$ cat config.mk
export PLATFORM = sky130hd
export DESIGN_NAME = teclado_ctrl_eventos
export DESIGN_NICKNAME = d
export VERILOG_FILES = /design/src/rtl/teclado_ctrl_eventos.sv
export SDC_FILE = /design/constraint.sdc
export NUM_CORES = 1
export LEC_CHECK = 0
export BUFFER_PORTS_ARGS = -buffer_cell sky130_fd_sc_hd__buf_2
export CAP_MARGIN = 10
export CORE_MARGIN = 2
export CORE_UTILIZATION = 56
export CTS_BUF_LIST = sky130_fd_sc_hd__clkbuf_4 sky130_fd_sc_hd__clkbuf_8
export CTS_CLUSTER_SIZE = 24
export DETAILED_ROUTE_END_ITERATION = 7
export PLACE_DENSITY = 0.79
export SYNTH_ARGS = -nofsm -noshare
export SYNTH_HDL_FRONTEND = slang
export SYNTH_SLANG_ARGS = --single-unit
$ cat constraint.sdc
create_clock -name reloj -period 2.7 [get_ports reloj]
set_input_delay 0.135 -clock reloj [delete_from_list [all_inputs] [get_ports reloj]]
set_output_delay 0.135 -clock reloj [all_outputs]
set_load 0.005 [all_outputs]
$ cat src/rtl/teclado_ctrl_eventos.sv
// -----------------------------------------------------------------------------
// teclado_ctrl_eventos
//
// Purpose:
//   Event sequencer that sits after the PS/2 receive/filter chain. It tracks
//   the 0xE0 (extended) and 0xF0 (break) prefixes with a small FSM. Each
//   complete key event goes into a first-word-fall-through FIFO, and the
//   consumer drains that FIFO over a valid/ready handshake. The block also
//   counts parity errors (saturating at 255) and keeps a sticky overflow flag
//   for events dropped on a full queue.
//
// Optional feature (macro TECLADO_TIMEOUT_EN):
//   When defined, a pending prefix is abandoned after TIMEOUT_CICLOS cycles
//   without a new byte. A timeout also counts as an error. When the macro is
//   undefined, a prefix stays pending until the next byte arrives.
//
// Ports:
//   reloj       in   system clock, rising edge
//   reset       in   synchronous reset, active low
//   dato_in     in   [7:0] filtered scan-code byte
//   tick_in     in   strobe: dato_in / paridad_ok valid this cycle
//   paridad_ok  in   parity verdict for the byte
//   evt_code    out  [7:0] head event key code
//   evt_ext     out  head event had the 0xE0 prefix
//   evt_break   out  head event is a release (had the 0xF0 prefix)
//   evt_valid   out  queue not empty
//   evt_ready   in   consumer takes the head this cycle
//   clr_ovf     in   pulse that clears the overflow flag
//   fifo_cnt    out  [ANCHO_PTR:0] number of queued events
//   overflow    out  sticky: an event was dropped on a full queue
//   err_cnt     out  [7:0] parity / timeout error count, saturating
//   ocupado     out  a prefix is pending (FSM not in IDLE)
// -----------------------------------------------------------------------------
module teclado_ctrl_eventos #(
   parameter int PROF_FIFO      = 8,
   parameter int ANCHO_PTR      = 3,
   parameter int TIMEOUT_CICLOS = 1000000
) (
   input  logic                 reloj,
   input  logic                 reset,
   input  logic [7:0]           dato_in,
   input  logic                 tick_in,
   input  logic                 paridad_ok,
   output logic [7:0]           evt_code,
   output logic                 evt_ext,
   output logic                 evt_break,
   output logic                 evt_valid,
   input  logic                 evt_ready,
   input  logic                 clr_ovf,
   output logic [ANCHO_PTR:0]   fifo_cnt,
   output logic                 overflow,
   output logic [7:0]           err_cnt,
   output logic                 ocupado
);

   typedef enum logic [1:0] {IDLE, EXT, BRK, EXT_BRK} estado_t;

   typedef struct packed {
      logic       ext;
      logic       brk;
      logic [7:0] code;
   } evento_t;

   localparam logic [ANCHO_PTR:0] CNT_LLENO = (ANCHO_PTR+1)'(PROF_FIFO);

   estado_t              estado_q, estado_d;
   evento_t              mem_q [PROF_FIFO];
   evento_t              cabeza_q, cabeza_d;
   evento_t              evento_nuevo;
   logic [ANCHO_PTR-1:0] rd_q, wr_q, rd_sig;
   logic [ANCHO_PTR:0]   cnt_q, cnt_d;
   logic                 ovf_q;
   logic [7:0]           err_q;

   logic byte_ok, byte_malo, push_req, lleno, pop, push, descarte, timeout;

   assign byte_ok   = tick_in &  paridad_ok;
   assign byte_malo = tick_in & ~paridad_ok;
   assign push_req  = byte_ok & (dato_in != 8'hE0) & (dato_in != 8'hF0);

   // ---------------- prefix FSM: state register ----------------
   always_ff @(posedge reloj) begin
      if (!reset) estado_q <= IDLE;
      else        estado_q <= estado_d;
   end

   // ---------------- prefix FSM: next state ----------------
   always_comb begin
      estado_d = estado_q;
      if (byte_malo || timeout) begin
         estado_d = IDLE;
      end else if (byte_ok) begin
         unique case (dato_in)
            8'hE0: begin
               if (estado_q == IDLE)     estado_d = EXT;
               else if (estado_q == BRK) estado_d = EXT_BRK;
            end
            8'hF0: begin
               if (estado_q == IDLE)     estado_d = BRK;
               else if (estado_q == EXT) estado_d = EXT_BRK;
            end
            default: estado_d = IDLE;
         endcase
      end
   end

   // ---------------- prefix FSM: outputs ----------------
   always_comb begin
      ocupado           = (estado_q != IDLE);
      evento_nuevo.ext  = (estado_q == EXT) || (estado_q == EXT_BRK);
      evento_nuevo.brk  = (estado_q == BRK) || (estado_q == EXT_BRK);
      evento_nuevo.code = dato_in;
   end

   // ---------------- optional prefix timeout ----------------
`ifdef TECLADO_TIMEOUT_EN
   localparam int ANCHO_TMO = $clog2(TIMEOUT_CICLOS + 1);
   logic [ANCHO_TMO-1:0] tmo_q;

   // Fires on the TIMEOUT_CICLOS-th consecutive byte-less cycle in a prefix state.
   assign timeout = (estado_q != IDLE) && !tick_in &&
                    (tmo_q == ANCHO_TMO'(TIMEOUT_CICLOS - 1));

   always_ff @(posedge reloj) begin
      if (!reset)                                tmo_q <= '0;
      else if (estado_q == IDLE || tick_in || timeout) tmo_q <= '0;
      else                                       tmo_q <= tmo_q + 1'b1;
   end
`else
   assign timeout = 1'b0;
   // The timeout length only matters when the counter is built in.
   logic [31:0] unused_tmo;
   assign unused_tmo = TIMEOUT_CICLOS;
`endif

   // ---------------- FIFO control ----------------
   assign lleno    = (cnt_q == CNT_LLENO);
   assign pop      = (cnt_q != '0) & evt_ready;
   // A full queue still accepts a push when the head leaves in the same cycle.
   assign push     = push_req & (~lleno | pop);
   assign descarte = push_req & lleno & ~pop;
   assign rd_sig   = rd_q + ANCHO_PTR'(pop);
   assign cnt_d    = cnt_q + (ANCHO_PTR+1)'(push) - (ANCHO_PTR+1)'(pop);

   // The head is kept in a register so that evt_* keep the last head value
   // once the queue drains. If the slot that becomes the head is written in
   // this same cycle, take the incoming event rather than the stale RAM word.
   always_comb begin
      cabeza_d = cabeza_q;
      if (cnt_d != '0) begin
         if (push && (wr_q == rd_sig)) cabeza_d = evento_nuevo;
         else                          cabeza_d = mem_q[rd_sig];
      end
   end

   always_ff @(posedge reloj) begin
      if (push) mem_q[wr_q] <= evento_nuevo;
   end

   always_ff @(posedge reloj) begin
      if (!reset) begin
         rd_q     <= '0;
         wr_q     <= '0;
         cnt_q    <= '0;
         cabeza_q <= '0;
         ovf_q    <= 1'b0;
         err_q    <= 8'h00;
      end else begin
         rd_q     <= rd_sig;
         wr_q     <= wr_q + ANCHO_PTR'(push);
         cnt_q    <= cnt_d;
         cabeza_q <= cabeza_d;
         // A drop in the same cycle as clr_ovf leaves the flag set.
         if (descarte)     ovf_q <= 1'b1;
         else if (clr_ovf) ovf_q <= 1'b0;
         if ((byte_malo || timeout) && (err_q != 8'hFF)) err_q <= err_q + 8'h01;
      end
   end

   assign evt_code  = cabeza_q.code;
   assign evt_ext   = cabeza_q.ext;
   assign evt_break = cabeza_q.brk;
   assign evt_valid = (cnt_q != '0);
   assign fifo_cnt  = cnt_q;
   assign overflow  = ovf_q;
   assign err_cnt   = err_q;

endmodule

==> out/qor.csv <==
metric,value,unit
status,"complete, but fails checks",
failing checks,negative setup slack,
ys flop type,edfxtp_1,
CP arrival,3.05,ns
worst-path cell chain,inv_4 > ha_4 > nand2b_4 > and3_4 > or2_4 > o21ai_2 > ha_2 > fa_2 > nor4b_4 > mux2i_2 > buf_12 > o21ai_2 > a31oi_1,
worst hold path class,input pin to flop,
Root Buffer,clkbuf_8,
Post-DP HPWL,5610,um
Die Footprint,8980,um2
Syn Area/Cell,15.3,um2
"most common cell after layout, fill and taps aside",edfxtp_1,
#FFs+latches synth,111,
Starting Density,57.0,%
Yosys cell types,44,
Leak,0.00194,uW
Mapped Area,4620,um2
setup TNS,-0.750,ns
end of the critical path,evt_code[7],
DRT Pass-1 Iters,4,
Slew Limit Fails,0,
# Max-Cap Violations,0,
first-pass GRT wire length,13400,um
Setup Viol. Count Final,10,
chip height,94.8,um
main combinational cell family by area after synthesis,multiplexers,
pin count of the biggest net entering global routing,31,
Die Wd,94.8,um
Core Rows,33,
critical path launch point type,flop,
antenna violations before repair,0,
boundary pin count,39,
Post-synth EDFFs,80,
register area share after synthesis,65.5,%
Synth Area in Simple Gates,9.38,%
top fanout value on the critical path,20,
RSZ-0062 raised after global routing,yes,
CTS buffer count,9,
TritonCTS Sinks,111,
Post-synth ARST share,0,%
critical path type,flop to flop,
Crit path top cell by count,o21ai_2,
Total Wirelength,8650,um
Worst-path clk slew,0.11,ns
CP peak stage delay,0.48,ns
Compound-Gate Fraction of Synth Area,4.69,%
routed len/inst,18.3,um
vias per cell,5.64,
Worst setup EP type,flop,
cell class contributing the biggest share of worst-path delay,adder cells,
CTS Hold Bufs,0,
post-route ant nets,0,
worst vdd ir,0.474,mV
syn nets,326,
Fill cells,579,
CTS tree,yes,
DR vias,2661,
crit path from,fifo_cnt[2],
starting DRC count in detailed routing,216,
Worst Tran Pin Value,0.521,ns
Final Skew,0.0161,ns
proportion of layout cells with a drive suffix above 1,34.3,%
reg2reg path depth,13,
FF+latch area,3030,um2
worst path buffer plus inverter count,2,
period utilisation layout,103,%
"commonest non-fill, non-tap cells in the layout","edfxtp_1 (80), buf_2 (38), dfxtp_1 (29)",
Worst slew margin,65.3,%
Synth Instances,301,
"Remaining Overflow, GRT",0,
Antenna diodes,0,
"Hold Vio Cnt, Final",0,
reg2reg end,evt_code[7],
Ys Warns,0,
WP depth,13,
Crit path required time,2.96,ns
mux contribution to synthesized area,12.4,%
post-synthesis xor/xnor area fraction,2.44,%
synthesis-to-layout area growth,16.9,%
Longest Clk Path Bufs,2,
"Clk Latency, worst-skew pair",0.38,ns
Final min period,2.79,ns
Multi-input gate area,1590,um2
Final Worst Setup Slack,-0.0941,ns
fin nets,387,
Core Box Area,8090,um2
Synth Area in Adders,3.14,%
Total Routing Usage GR,20.9,%
PwrDens,862,nW/um2
R2R setup slack,-0.09,ns
Hold WS,0.0464,ns
FMAX,0.358,GHz
# port buffers,38,
DRC,0,
H-tree depth,3,
RePlAce Congestion,0.804,
worst r2r src,fifo_cnt[2],
number of global-route vias before repair,2606,
critical path's slowest cell,fa_2,
cell type report:
| class | count | area share [%] |
|---|---|---|
| clock buffer | 9 | 2.29 |
| clock inverter | 7 | 0.858 |
| inverter | 8 | 0.603 |
| multi-input combinational | 166 | 29.4 |
| sequential | 111 | 56.1 |
| tap | 105 | 2.43 |
| timing repair buffer | 66 | 8.34 |
per-stage QoR:
step | instance area, um2 | utilization [%] | setup WS, ns | std cells | total power, uW
3_3_place_gp | 5150 | 63.7 | -0.0497 | 455 | 3590
4_1_cts | 5350 | 66.1 | -0.0912 | 472 | 4570
2_1_floorplan | 4670 | - | -0.00730 | 301 | 3120
6_report | 5400 | 66.7 | -0.0941 | 472 | 4650
5_1_grt | 5400 | 66.7 | -0.193 | 472 | 4900
3_5_place_dp | 5150 | 63.7 | -0.113 | 455 | 3640
worst register-to-register path, delay by kind of cell (launching register included):
| family | cells | cell delay, ns |
|---|---|---|
| fa+ha+maj | 3 | 0.84 |
| simple gates | 4 | 0.82 |
| mux | 1 | 0.12 |
| flops | 1 | 0.36 |
| buf+inv | 2 | 0.22 |
| compound gates | 3 | 0.31 |
layer usage:
metal | global-route usage (%) | vias up | routed length (um)
met2 | 33.6 | 75 | 4340
li1 | - | 1250 | -
met3 | 5.51 | 10 | 544
met4 | 7.73 | 0 | 111
met5 | 0 | - | 0
met1 | 27.5 | 1326 | 3660
cells in the mapped netlist (2+ instances only):
master,n,area [um2]
edfxtp_1,80,2400
dfxtp_1,31,621
mux4_2,20,450
and2_1,18,113
nand2_1,18,67.6
o21ai_1,13,65.1
mux2i_1,12,120
a31oi_1,11,68.8
ha_1,10,125
or2_0,10,62.6
clkbuf_1,8,30.0
inv_1,7,26.3
nor2_1,6,22.5
xnor2_1,6,52.6
xor2_1,5,43.8
buf_4,4,30.0
nand2b_1,4,25.0
nor3_1,4,20.0
a21oi_1,3,15.0
a21boi_1,2,15.0
buf_2,2,10.0
nand3_1,2,10.0
nand4_1,2,12.5
nor4_1,2,12.5
or3_1,2,12.5
sequential cells by signal, summed over array words and instances, names as in the netlist:
register / count
overflow: 1
rd_q: 3
estado_q: 2
evt_break: 1
wr_q: 3
evt_ext: 1
err_cnt: 8
fifo_cnt: 4
mem_q: 80
evt_code: 8
worst min path at each step:
stage | from | to | cells after the start
3_5_place_dp | dato_in[0] | mem_q[5][0] | 1
6_report | dato_in[0] | mem_q[5][0] | 1
3_3_place_gp | dato_in[0] | mem_q[5][0] | 1
2_1_floorplan | dato_in[0] | mem_q[0][0] | 0
4_1_cts | dato_in[0] | mem_q[5][0] | 1
5_1_grt | dato_in[0] | mem_q[5][0] | 1
timing repair:
item | CTS | global route
pin swaps | 0 | 0
resized for setup | 4 | 8
endpoints found under the setup margin | 10 | 10
setup buffers | 1 | 0
power breakdown:
group,total (uW),switching [uW],internal [uW]
registers,2050,86.6,1960
clock network,891,555,335
logic,1720,814,901
total,4650,1460,3200
cells by family (layout without fill, tap and decap cells):
| group | Yosys count | after routing |
|---|---|---|
| xor+xnor | 12 | 12 |
| fa+ha+maj | 11 | 11 |
| buf+inv | 24 | 90 |
| simple gates | 77 | 77 |
| flops | 111 | 111 |
| compound gates | 34 | 34 |
| mux | 32 | 32 |
No activity file was read; power rests on OpenSTA's default activity.
